`config.mk`:
```
export PLATFORM = sky130hd
export DESIGN_NAME = mul_sequencer
export DESIGN_NICKNAME = d
export VERILOG_FILES = /design/src/rtl/mul_sequencer_pkg.sv /design/src/rtl/mul_sequencer.sv
export SDC_FILE = /design/constraint.sdc
export NUM_CORES = 1
export LEC_CHECK = 0
export ABC_CLOCK_PERIOD_IN_PS = 2900
export BUFFER_PORTS_ARGS = -buffer_cell sky130_fd_sc_hd__buf_2
export CORE_UTILIZATION = 52
export CTS_BUF_LIST = sky130_fd_sc_hd__clkbuf_8 sky130_fd_sc_hd__clkbuf_16
export CTS_CLUSTER_SIZE = 12
export DETAILED_ROUTE_END_ITERATION = 8
export GPL_TIMING_DRIVEN = 0
export PLACE_DENSITY = 0.83
export SYNTH_ARGS = -nofsm -noshare
export SYNTH_HDL_FRONTEND = slang
export SYNTH_SLANG_ARGS = --single-unit
```
`constraint.sdc`:
```
create_clock -name clk -period 2.9 [get_ports clk]
set_clock_uncertainty 0.2 [all_clocks]
set_input_delay 0.145 -clock clk [delete_from_list [all_inputs] [get_ports clk]]
set_output_delay 0.145 -clock clk [all_outputs]
set_load 0.02 [all_outputs]
```
`src/rtl/mul_sequencer_pkg.sv`:
```
// Shared constants for the multiply sequencer and the ALU control decoder.
package mul_sequencer_pkg;

  localparam int DATA_W = 32;
  localparam int SHAMT_W = 5;
  localparam int CNT_W = 5;

  // ALU operation codes, fixed by the ALU
  localparam logic [3:0] ALU_SLL = 4'b0000;
  localparam logic [3:0] ALU_SRL = 4'b0001;
  localparam logic [3:0] ALU_LUI = 4'b0010;
  localparam logic [3:0] ALU_ADD = 4'b0011;
  localparam logic [3:0] ALU_SUB = 4'b0100;
  localparam logic [3:0] ALU_AND = 4'b0101;
  localparam logic [3:0] ALU_NOR = 4'b0111;
  localparam logic [3:0] ALU_OR  = 4'b1000;

  // Sequencer states
  typedef enum logic [1:0] {
    ST_IDLE  = 2'b00,
    ST_ADD   = 2'b01,
    ST_SHIFT = 2'b10,
    ST_DONE  = 2'b11
  } seq_state_e;

endpackage

```
`src/rtl/mul_sequencer.sv`:
```
// Shift-and-add multiplier controller that borrows the shared ALU for every
// add and operand shift, producing the low 32 bits of op_a * op_b.
module mul_sequencer
  import mul_sequencer_pkg::*;
#(
  parameter bit EARLY_EXIT = 1'b1,
  parameter int ALU_OP_W   = 4
) (
  input  logic                clk,
  input  logic                reset,
  input  logic                start,
  input  logic [DATA_W-1:0]   op_a,
  input  logic [DATA_W-1:0]   op_b,
  output logic                busy,
  output logic                done,
  output logic [DATA_W-1:0]   result,
  output logic [ALU_OP_W-1:0] alu_operation,
  output logic [DATA_W-1:0]   alu_a,
  output logic [DATA_W-1:0]   alu_b,
  output logic [SHAMT_W-1:0]  alu_shamt,
  input  logic [DATA_W-1:0]   alu_result
);

  seq_state_e        state;
  seq_state_e        state_nxt;
  logic [DATA_W-1:0] prod;
  logic [DATA_W-1:0] mcand;
  logic [DATA_W-1:0] mplier;
  logic [CNT_W-1:0]  cnt;
  logic [DATA_W-1:0] mplier_shr;

  // The multiplier shifts internally; the ALU is only needed for the wide add
  // and for doubling the multiplicand.
  assign mplier_shr = mplier >> 1;

  assign busy = (state != ST_IDLE);
  assign done = (state == ST_DONE);

  // State register
  always_ff @(posedge clk or negedge reset) begin
    if (!reset) begin
      state <= ST_IDLE;
    end else begin
      state <= state_nxt;
    end
  end

  // Next-state decode and ALU drive for the current step
  always_comb begin
    state_nxt     = state;
    alu_operation = ALU_OP_W'(ALU_ADD);
    alu_a         = '0;
    alu_b         = '0;
    alu_shamt     = '0;
    case (state)
      ST_IDLE: begin
        if (start) begin
          // A zero multiplier needs no iterations at all when early exit is on
          if (EARLY_EXIT && (op_b == '0)) begin
            state_nxt = ST_DONE;
          end else begin
            state_nxt = ST_ADD;
          end
        end
      end
      ST_ADD: begin
        alu_a     = prod;
        alu_b     = mplier[0] ? mcand : '0;
        state_nxt = ST_SHIFT;
      end
      ST_SHIFT: begin
        alu_operation = ALU_OP_W'(ALU_SLL);
        alu_a         = mcand;
        alu_shamt     = SHAMT_W'(1);
        // Stop after the 32nd bit, or as soon as no set multiplier bits remain
        if ((cnt == CNT_W'(31)) || (EARLY_EXIT && (mplier_shr == '0))) begin
          state_nxt = ST_DONE;
        end else begin
          state_nxt = ST_ADD;
        end
      end
      ST_DONE: begin
        state_nxt = ST_IDLE;
      end
      default: begin
        state_nxt = ST_IDLE;
      end
    endcase
  end

  // Working registers: operand capture, accumulate, multiplicand doubling
  always_ff @(posedge clk or negedge reset) begin
    if (!reset) begin
      prod   <= '0;
      mcand  <= '0;
      mplier <= '0;
      cnt    <= '0;
    end else begin
      case (state)
        ST_IDLE: begin
          if (start) begin
            prod   <= '0;
            mcand  <= op_a;
            mplier <= op_b;
            cnt    <= '0;
          end
        end
        ST_ADD: begin
          prod <= alu_result;
        end
        ST_SHIFT: begin
          mcand  <= alu_result;
          mplier <= mplier_shr;
          cnt    <= cnt + CNT_W'(1);
        end
        default: begin
        end
      endcase
    end
  end

  // Result capture on entry to DONE so it is visible alongside the done pulse;
  // a zero-multiplier fast path comes straight from IDLE with a zero product.
  always_ff @(posedge clk or negedge reset) begin
    if (!reset) begin
      result <= '0;
    end else if (state_nxt == ST_DONE) begin
      result <= (state == ST_IDLE) ? '0 : prod;
    end
  end

endmodule

```
=== Yosys cells after proc, flatten, opt, wreduce, memory -nomap -nowiden ===
Index checks and enable logic that the tools add are counted.

* Register bits: 135
* Bits in latches: 0
* Memory bits (writable): 0
* ROM bits: 0
* Input port bits: 99
* Output and inout bits: 107
* Word-level logic and storage cells: 40
* Memories: 0

* $add $sub $neg: 1
* Multiply operators: 0
* Div/mod/pow operators: 0
* Order comparisons: 0
* Eq/ne operators: 6
* Shift operators: 0
* Mux-type cells: 18
* Bitwise operators: 0
* Reductions and logical operators: 9

{| class="wikitable"
|+ Operators by type and width
! kind !! count
|-
| $pmux W32 S2 || 4
|-
| $mux W32 || 6
|-
| $logic_not A32 Y1 || 2
|-
| $pmux W5 S2 || 1
|-
| $mux W2 || 4
|-
| $pmux W2 S4 || 1
|-
| $eq A2 B2 Y1 const B || 3
|-
| $reduce_bool A2 Y1 || 3
|-
| $add A5 B1 Y5 const B || 1
|-
| $eq A5 B5 Y1 const B || 1
|-
| $mux W5 || 1
|-
| $reduce_and A2 Y1 || 2
|-
| $eq A2 B1 Y1 const B || 1
|-
| $logic_not A2 Y1 || 1
|-
| $ne A2 B2 Y1 const B || 1
|-
| $logic_or A1 B1 Y1 || 1
|-
| $mux W1 || 1
|}

=== Longest topological paths before layout ===
* Depth after elaboration: 5
* Depth in mapped cells: 10
* Depth with buffers taken out: 7

=== Worst setup path before layout ===
No wires, ideal clock.

* Kind: reg2reg
* From: register state[0]
* To: register result[10]
* Library setup time: 0.130 ns
* Arrival time: 1.878 ns
* Data required time: 2.570 ns
* Path slack: 0.692 ns
* Stages on the path, launching flop included: 11
* Path buffers: 3
* Clock period less this slack: 2.208 ns
* Cell sequence: dfrtp_1 inv_1 ha_1 clkbuf_1 nor2b_1 clkbuf_1 a21o_1 a21oi_2 buf_2 a32oi_1 o21ai_0

* Cells in the longest elaborated chain, start to end: 3
* Elaborated cells between the ends (all ways): 8
* Classes of those cells: eq/ne: 4; mux: 3; reduce/logical: 1

{| class="wikitable"
|+ Ends and longest elaborated chain
! element !! line !! RTL
|-
| from (decl) || mul_sequencer.sv:24 || <nowiki>seq_state_e state;</nowiki>
|-
| from (signal assigned) || mul_sequencer.sv:44 || <nowiki>state <= state_nxt;</nowiki>
|-
| $eq A2 B2 Y1, or another cell as far along || mul_sequencer.sv:55 || <nowiki>case (state)</nowiki>
|-
| $pmux W2 S4 || mul_sequencer.sv:55 ||
|-
| $eq A2 B2 Y1 || mul_sequencer.sv:127 || <nowiki>end else if (state_nxt == ST_DONE) begin</nowiki>
|-
| to (signal assigned) || mul_sequencer.sv:128 || <nowiki>result <= (state == ST_IDLE) ? '0 : prod;</nowiki>
|-
| to (decl) || mul_sequencer.sv:16 || <nowiki>output logic [DATA_W-1:0] result,</nowiki>
|}

Parallel ways exist; a longest one is shown, timed or not.
A chain may end at the register's enable or synchronous reset.

=== Worst setup path after layout ===
* From: register state[0]
* To: output port alu_a[23]

* Cells in the longest elaborated chain, start to end: 2
* Elaborated cells between the ends (all ways): 3
* Classes of those cells: eq/ne: 2; mux: 1

{| class="wikitable"
|+ Ends and longest elaborated chain
! element !! line !! RTL
|-
| $eq A2 B2 Y1 or $eq A2 B1 Y1 (tied branches) || mul_sequencer.sv:55 ||
|-
| $pmux W32 S2 (*) || mul_sequencer.sv:55 ||
|-
| to (decl) || mul_sequencer.sv:18 || <nowiki>output logic [DATA_W-1:0] alu_a,</nowiki>
|}

Every way passes the cells marked *; elsewhere a longest branch is shown, timed or not.

==> flow_metrics.env <==
export IMPL_status="completed"
export IMPL_grt_max_degree=75
export IMPL_grt_first_pass_wirelength_um=39500
export IMPL_reg2reg_to="prod[23]"
export IMPL_die_y_um=118
export IMPL_setup_tns_ns=0
export IMPL_setup_viol_count_final=0
export IMPL_wire_per_inst_um=19.9
export IMPL_clockPowerShare_pct=18.9
export IMPL_postLayoutCoreUtil_pct=76.1
export IMPL_h_tree_depth=4
export IMPL_ys_seq_area_share_pct=48.6
export IMPL_rrSetupSlack_ns=0.21
export IMPL_required_ns=2.56
export IMPL_final_cells=1255
export IMPL_drt_iter0_drc=939
export IMPL_synth_area_um2=6960
export IMPL_drt_pass1_iterations=6
export IMPL_die_x_um=118
export IMPL_swShare_pct=45.8
export IMPL_initial_utilization_pct=54.3
export IMPL_maxCapViolCount=0
export IMPL_worst_pin_slew_ns=0.670
export IMPL_clock_latency_ns=0.43
export IMPL_finalWirelength_um=25000
export IMPL_grt_pass1_vias=7641
export IMPL_critPathLaunchType="flip-flop"
export IMPL_fin_ws_ns=0.0765
export IMPL_final_common_cell="buf_2"
export IMPL_hold_violations=0
export IMPL_cts_buffer_depth=2
export IMPL_final_nets=1179
export IMPL_fp_dieArea_um2=13800
export IMPL_ir_drop_uv=615
export IMPL_cts_sinks=135
export IMPL_crit_end="alu_a[23]"
export IMPL_pwr_share_seq_pct=32.6
export IMPL_postRouteAntennaNets=0
export IMPL_min_period_ns=2.82
export IMPL_core_area_um2=12800
export IMPL_antenna_found_initial=0
export IMPL_relSlewSlack_pct=55.3
export IMPL_min_path_type="in2async"
export IMPL_drive_gt1_share_pct=24.9
export IMPL_antenna_diode_count=0
export IMPL_holdWs_ns=0.0768
export IMPL_postCtsSetupBuffers=0
export IMPL_drc=0
export IMPL_arrival_ns=2.48
export IMPL_io_pins=206
export IMPL_syn_inst=753
export IMPL_p_switching_uw=4940
export IMPL_endpoint_kind="primary output"
export IMPL_pre_cts_slack_ns=0.0969
export IMPL_grt_ovfl_total=0
export IMPL_cts_root_buf="clkbuf_16"
export IMPL_fmax_mhz=354
export IMPL_critical_path_startpoint="state[0]"
export IMPL_most_common_layout_cells="214 x buf_2, 135 x nand2_1, 135 x dfrtp_1"
export IMPL_ys_warnings_count=0
export IMPL_synthDistinctLibCells=33
export IMPL_cts_buffers=17
export IMPL_internal_power_uw=5840
export IMPL_synth_avg_cell_area_um2=9.24
export IMPL_grt_usage_pct=36.6
export IMPL_dp_cells=1130
export IMPL_cts_tree="built"
export IMPL_synth_seq_cells=135
export IMPL_combPwrFrac_pct=48.5
export IMPL_vias=7438
export IMPL_cts_clk_slew_worst_paths_ns=0.06
export IMPL_crit_type="reg2out"
export IMPL_p_per_area_nw_per_um2=1100
export IMPL_timing_rr_start="state[0]"
export IMPL_place_hpwl_um=15300
export IMPL_finalWeightedCongestion=0.873
export IMPL_num_rows=41
export IMPL_port_buffers=199
export IMPL_rr_worst_depth=6
export IMPL_fin_crit_sh_pct=97.4
export IMPL_via_per_inst=5.93
export IMPL_power_leakage_uw=0.00478
export IMPL_crit_path_max_fanout=10
export IMPL_slew_viol_final=0
export IMPL_area_delta_synth_final_pct=40.4
## what timing repair did
| item | CTS | global route |
|---|---|---|
| setup endpoints to repair | 23 | 73 |
| hold endpoints to repair | 158 | 0 |
| hold buffers | 98 | 0 |
| pin swaps | 0 | 0 |
| gates resized for setup | 4 | 10 |
## sequential cells by signal, indices dropped and copies added (netlist names)
signal and flops:
mcand 32, mplier 32, prod 32, result 32, cnt 5, state 2
## power groups by stage
stage / logic [uW] / registers, uW / clock network, uW
6_report: 5220 / 3520 / 2040
5_1_grt: 5660 / 3610 / 2120
4_1_cts: 5010 / 3470 / 2050
3_5_place_dp: 4870 / 3480 / 0
3_3_place_gp: 4740 / 3450 / 0
2_1_floorplan: 3110 / 3480 / 0
## final cells by class
cell class / count / area, um2
multi-input cells: 516 / 3130
fillers: 892 / 3060
repair buffers: 298 / 2010
well taps: 172 / 215
flip-flops and latches: 135 / 3380
clock buffers: 19 / 453
clock inverters: 9 / 90.1
inverters: 37 / 139
plain buffers: 69 / 352
## synth_stat cells, drive strengths merged
cell type  count  area [um2]
a21o           2        15.0
a21oi          4        23.8
a22o           1        8.76
a22oi         32         240
a32oi         32         280
and2           1        6.26
and3          34         213
buf           34         204
clkbuf        36         138
conb           1        3.75
dfrtp        135        3380
ha             6        75.1
inv           37         139
mux2i         66         661
nand2        135         507
nand2b         1        6.26
nand3          4        20.0
nand4          3        18.8
nor2           4        15.0
nor2b         33         206
nor3           3        15.0
nor4          13        81.3
nor4b          1        15.0
o21a           1        7.51
o21ai        131         656
o22ai          1        6.26
o311a          1        11.3
o31ai          1        7.51
## logic make-up (layout without fill, tap and decap cells)
family	count (synthesis)	after routing	synth area share, %
simple gates	232	232	15.9
other cells	1	6	0.0539
flops	135	135	48.6
mux	66	66	9.49
buf+inv	107	432	6.91
fa+ha+maj	6	6	1.08
compound gates	206	206	18.1
## layer usage
metal / wire length (um) / share of wire [%] / GRT usage [%]
met5: 0 / 0 / 0.368
met3: 2160 / 8.6 / 8.82
met1: 9790 / 39 / 45.4
met4: 1260 / 5.0 / 22.1
met2: 11800 / 47 / 57.7
## metrics by stage
step	total power, uW	instance area [um2]
after global routing	11400	9770
final	10800	9770
after floorplan	6580	6980
after CTS	10500	9750
after global placement	8190	8190
after detailed placement	8360	8220
## critical path, cell delays in order, from the launching register on
cell	delay, ns
dfrtp_1	0.43
inv_1	0.11
ha_1	0.18
clkbuf_1	0.19
clkbuf_1	0.53
a22oi_1	0.22
nor2b_1	0.20
buf_2	0.19
## how the worst min path moves through the flow
stage                         startpoint   endpoint  slack [ns]  cells after the start
after global routing               reset  mcand[29]        0.12                      2
after floorplan                    reset     cnt[0]       -0.35                      0
after global placement    alu_result[27]   prod[27]        0.21                      3
final                              reset   prod[28]        0.08                      2
after detailed placement           reset  mcand[28]       -0.03                      1
after CTS                          reset  mcand[28]        0.09                      2
No activity file was read; power rests on OpenSTA's default activity.
